`src/rtl/csa_pkg.sv`:
```
// csa_pkg: shared state encoding, default widths and parameter helpers for csa_resolver.
package csa_pkg;

   typedef enum logic [1:0] {IDLE, RUN, DONE} state_t;

   localparam int M_DEF     = 8;
   localparam int CHUNK_DEF = 4;

   function automatic int csa_nch(input int m, input int chunk);
      return m / chunk;
   endfunction

   function automatic bit csa_legal(input int m, input int chunk);
      return chunk > 0 && m >= chunk && m % chunk == 0;
   endfunction

endpackage

```
`src/rtl/csa_chunk_add.sv`:
```
// csa_chunk_add: combinational W-bit adder with carry in/out, one chunk of the resolver.
module csa_chunk_add #(
   parameter int W = 4
) (
   input  logic [W-1:0] a,
   input  logic [W-1:0] b,
   input  logic         cin,
   output logic [W-1:0] sum,
   output logic         cout
);

   assign {cout, sum} = {1'b0, a} + {1'b0, b} + {{W{1'b0}}, cin};

endmodule

```
`src/rtl/csa_resolver.sv`:
```
// csa_resolver: resolves a carry-save (sum, carry) pair to binary, CHUNK bits per clock.
// Optional CSA_RES_ZERO_SKIP_EN: a pair with zero carry bypasses the RUN phase.
module csa_resolver
   import csa_pkg::*;
#(
   parameter int M     = M_DEF,
   parameter int CHUNK = CHUNK_DEF
) (
   input  logic         clk,
   input  logic         rst,
   input  logic         in_valid,
   output logic         in_ready,
   input  logic [M-1:0] in_sum,
   input  logic [M-1:0] in_cout,
   output logic         out_valid,
   input  logic         out_ready,
   output logic [M-1:0] out_soma,
   output logic [1:0]   out_carry,
   output logic         busy
);

   localparam int NCH = csa_nch(M, CHUNK);
   localparam int IW  = NCH > 1 ? $clog2(NCH) : 1;

   if (!csa_legal(M, CHUNK)) begin : g_bad_params
      $error("csa_resolver: M must be a positive multiple of CHUNK");
   end

   state_t           state;
   logic [M-1:0]     s_reg;
   logic [M:0]       c_reg;
   logic [IW-1:0]    idx;
   logic             cy;
   logic [CHUNK-1:0] a_chunk;
   logic [CHUNK-1:0] b_chunk;
   logic [CHUNK-1:0] r_chunk;
   logic             cy_next;

   // c_reg already holds the carry vector at weight 2, so its chunks line up with s_reg
   assign a_chunk = s_reg[idx*CHUNK +: CHUNK];
   assign b_chunk = c_reg[idx*CHUNK +: CHUNK];

   csa_chunk_add #(.W(CHUNK)) u_add (
      .a    (a_chunk),
      .b    (b_chunk),
      .cin  (cy),
      .sum  (r_chunk),
      .cout (cy_next)
   );

   assign in_ready  = state == IDLE && !rst;
   assign out_valid = state == DONE;
   assign busy      = state != IDLE;

   always_ff @(posedge clk) begin
      if (rst) begin
         state     <= IDLE;
         s_reg     <= '0;
         c_reg     <= '0;
         idx       <= '0;
         cy        <= 1'b0;
         out_soma  <= '0;
         out_carry <= '0;
      end else begin
         case (state)
            IDLE: if (in_valid) begin
               s_reg <= in_sum;
               c_reg <= {in_cout, 1'b0};
               idx   <= '0;
               cy    <= 1'b0;
`ifdef CSA_RES_ZERO_SKIP_EN
               if (in_cout == '0) begin
                  out_soma  <= in_sum;
                  out_carry <= '0;
                  state     <= DONE;
               end else begin
                  state <= RUN;
               end
`else
               state <= RUN;
`endif
            end
            RUN: begin
               out_soma[idx*CHUNK +: CHUNK] <= r_chunk;
               cy  <= cy_next;
               idx <= idx + IW'(1);
               // top carry bit plus final chunk carry can reach 2
               if (idx == IW'(NCH-1)) begin
                  out_carry <= {1'b0, c_reg[M]} + {1'b0, cy_next};
                  state     <= DONE;
               end
            end
            DONE: if (out_ready) state <= IDLE;
            default: state <= IDLE;
         endcase
      end
   end

endmodule

```
`config.mk`:
```
export PLATFORM = sky130hd
export DESIGN_NAME = csa_resolver
export DESIGN_NICKNAME = d
export VERILOG_FILES = /design/src/rtl/csa_pkg.sv /design/src/rtl/csa_chunk_add.sv /design/src/rtl/csa_resolver.sv
export SDC_FILE = /design/constraint.sdc
export NUM_CORES = 1
export LEC_CHECK = 0
export ABC_AREA = 1
export CORE_UTILIZATION = 53
export CTS_CLUSTER_DIAMETER = 150
export DETAILED_ROUTE_END_ITERATION = 6
export PLACE_DENSITY = 0.93
export SKIP_LAST_GASP = 1
export SLEW_MARGIN = 20
export SYNTH_ARGS = -nofsm -noshare
export SYNTH_HDL_FRONTEND = slang
export SYNTH_HIERARCHICAL = 1
export SYNTH_SLANG_ARGS = --single-unit
```
`constraint.sdc`:
```
create_clock -name clk -period 4.41 [get_ports clk]
set_clock_uncertainty 0.05 [all_clocks]
set_input_delay 0.6615 -clock clk [delete_from_list [all_inputs] [get_ports clk]]
set_output_delay 0.6615 -clock clk [all_outputs]
set_load 0.01 [all_outputs]
```
==> metrics.csv <==
stage,metric,value,unit
worst_setup_path,rr_startpoint,idx,
worst_setup_path,critPathArrivalTime,3.00,ns
floorplanning,dieArea,0.002918,mm²
layout,multiInputGateArea,713.2,µm²
synthesis,ys.flop_type,dfxtp_1,
synthesis,ys_seq_area_share,41.88,%
synthesis,syn-num-nets,221,
detailed_routing,drc,0,
floorplanning,core-area,0.002522,mm²
min_path,min-delay-start,out_soma[4],
synthesis,synth_area_leader_cell,dfxtp_1,
worst_setup_path,crit_fanout,17,
sta,max_freq,360.6,MHz
place,dpl_worst_slack,1.660,ns
min_path,min_path_type,reg2reg,
place,finalWeightedCongestion,0.8302,
sta,worst_slack,1.637,ns
synthesis,synth_top_family_by_area,simple AND/OR/NAND/NOR gates,
layout,regArea,600.6,µm²
sta,setup_violations,0,
detailed_routing,drtAntennaViolNets,0,
layout,drive_gt1_share,6.114,%
cts,cts_hold_buf,0,
sta,fin_hold_ws,0.4184,ns
worst_setup_path,cpPeakStageDelay,0.68,ns
synthesis,synth_edf_count,0,
detailed_routing,wire_per_inst,10.68,µm
synthesis,syn_avg_cell_area,7.353,µm²
synthesis,yosysMostFrequentCell,nand2_1,
worst_setup_path,rr_endpoint,out_carry[0],
floorplanning,io_pins,33,
floorplanning,die_w,54.02,µm
cts,cts_made_buffers,5,
layout,final_nets,254,
global_route,grt_use_total,23.41,%
global_route,antenna_found_initial,0,
worst_setup_path,r2r_slack,1.64,ns
place,io_buffers,32,
global_route,grt_start_max_net_pins,29,
layout,syn2layout_area_growth,27.66,%
synthesis,ys_types,20,
detailed_routing,wirelength,2.766,mm
sta,fin_crit,2.773,ns
synthesis,netlist_instances,195,
worst_setup_path,start_kind,register,
cts,clock-sinks,30,
global_route,grt_overflow,0,
power_and_ir_drop,peakVddDrop,0.0003759,V
synthesis,synthAdderAreaFrac,6.283,%
synthesis,synthTopCellsByArea,"dfxtp_1, nand2_1, nor2_1, o21bai_1, inv_1",
worst_setup_path,critical_path_class,reg2reg,
synthesis,async_flop_share,0,%
global_route,grt_pass1_vias,1148,
floorplanning,die_y,54.02,µm
cts,cts.repair.resized,0,
sta,worst_pin_slew,0.5476,ns
synthesis,synth-seq-cells,30,
cts,tritoncts,done,
detailed_routing,vias,1272,
detailed_routing,routed_via_density,4.911,
worst_setup_path,crit_end,out_carry[0],
worst_setup_path,slowest_stage,dfxtp_1,
synthesis,muxShareOfSynthArea,0,%
cts,root_buffer,clkbuf_4,
layout,antenna_cells,0,
synthesis,synth-simple-area-share,29.58,%
synthesis,yosysWarnings,6,
synthesis,syn_area,0.001434,mm²
detailed_routing,dr.pass1.iters,4,
worst_setup_path,endpoint_kind,register,
cts,clkTransAtPathRegs,0.09,ns
floorplanning,rows,18,
layout,fillers,215,
cts,clk_latency,0.33,ns
global_route,grt_pass1_wl,4.657,mm
sta,tns,0,ns
power_and_ir_drop,power_density,356.3,mW/mm²
synthesis,synth.top_cells.by_count,"nand2_1, nor2_1, dfxtp_1, inv_1, o21bai_1",
floorplanning,start_util,56.85,%
cts,postCtsSetupBuffers,0,
synthesis,post-synth-top-area-fraction,41.88,%
sta,rsz0062_at_grt,false,
detailed_routing,drtIter0Drc,19,
worst_setup_path,r2r_cells,10,
synthesis,synth_compound_area_share,13.26,%
sta,post-route-period-util,62.88,%
power_and_ir_drop,p_leak,0.0008181,µW
sta,final_hold_viol_count,0,
cts,htree_num_levels,2,
place,dpl.hpwl,2.026,mm
outcome,status,finished clean,
sta,max_slew_margin,63.44,%
run,max-cap-violations,0,
cts,cts_buffer_depth,2,
sta,drv_slew,0,
worst_setup_path,crit_chain,clkinv_1 > nand2_1 > nand2_1 > fa_1 > inv_1 > fa_1 > o21ai_0 > ha_1 > nand3_1 > a21oi_1,
worst_setup_path,cp.required,4.63,ns
synthesis,synthXorXnorAreaFrac,0.6108,%
worst_setup_path,critical_path.startpoint,idx,
-- how the worst min path moves through the flow --
stage / end / slack, ns / cells past startpoint
finish: out_soma[4] / 0.42 / 2
global route: out_soma[4] / 0.44 / 2
CTS: out_soma[4] / 0.42 / 2
detailed placement: out_soma[4] / 0.41 / 2
global placement: out_soma[7] / 0.40 / 2
floorplan: cy / 0.40 / 2
-- cell families (layout without fill, tap and decap cells) --
logic type | after synthesis | after routing
and+or+nand+nor | 102 | 102
adders and majority gates | 6 | 6
AOI/OAI and AO/OA | 30 | 30
DFF | 30 | 30
buffers and inverters | 26 | 60
xor gates and xnor gates | 1 | 1
-- cell type report --
| class | instances | area share [%] |
|---|---|---|
| clock buffer | 5 | 2.051 |
| multi-input combinational | 139 | 38.96 |
| tap | 30 | 2.051 |
| sequential | 30 | 32.81 |
| inverter | 19 | 4.033 |
| clock inverter | 3 | 2.187 |
| timing repair buffer | 33 | 17.91 |
-- per-layer routing --
metal | track usage (%) | share of wire, %
met5 | 0 | 0
met4 | 13.25 | 1.8
met3 | 9.322 | 6.2
met2 | 40.33 | 49
met1 | 23.88 | 43
-- cells in the final DEF, fill, tap and decap left out, drive strengths merged --
cell type and instances:
nand2 46, nor2 45, clkdlybuf4s50 32, dfxtp 30
inv 18, o21bai 16, a21oi 12, nand3 11
clkbuf 5, ha 4, clkinv 3, o21ai 2
fa 2, bufinv 1, buf 1, xnor2 1
-- metrics by stage --
step | std cells | power, µW | utilization (%) | cell area, µm²
floorplan | 195 | 398.7 | - | 1434
global placement | 251 | 439.6 | 69.49 | 1753
detailed placement | 251 | 445.0 | 69.49 | 1753
CTS | 259 | 657.9 | 72.57 | 1831
global route | 259 | 691.8 | 72.57 | 1831
finish | 259 | 652.2 | 72.57 | 1831
-- worst max-delay path: cells and delay by family (launching register included) --
kind	cells	cell delay, ns
AO/OA/AOI/OAI	2	0.26
adder cells (fa/ha/maj)	3	0.96
buffers and inverters	2	0.48
flip-flops	1	0.68
AND/OR/NAND/NOR	3	0.28
-- where the power goes --
part / internal [µW] / total [µW] / switching [µW]
Sequential: 291 / 306 / 15.3
Combinational: 62.1 / 133 / 71.0
Clock: 117 / 213 / 95.4
Total: 471 / 652 / 182
Note: power is estimated with default switching activity, not from simulation.
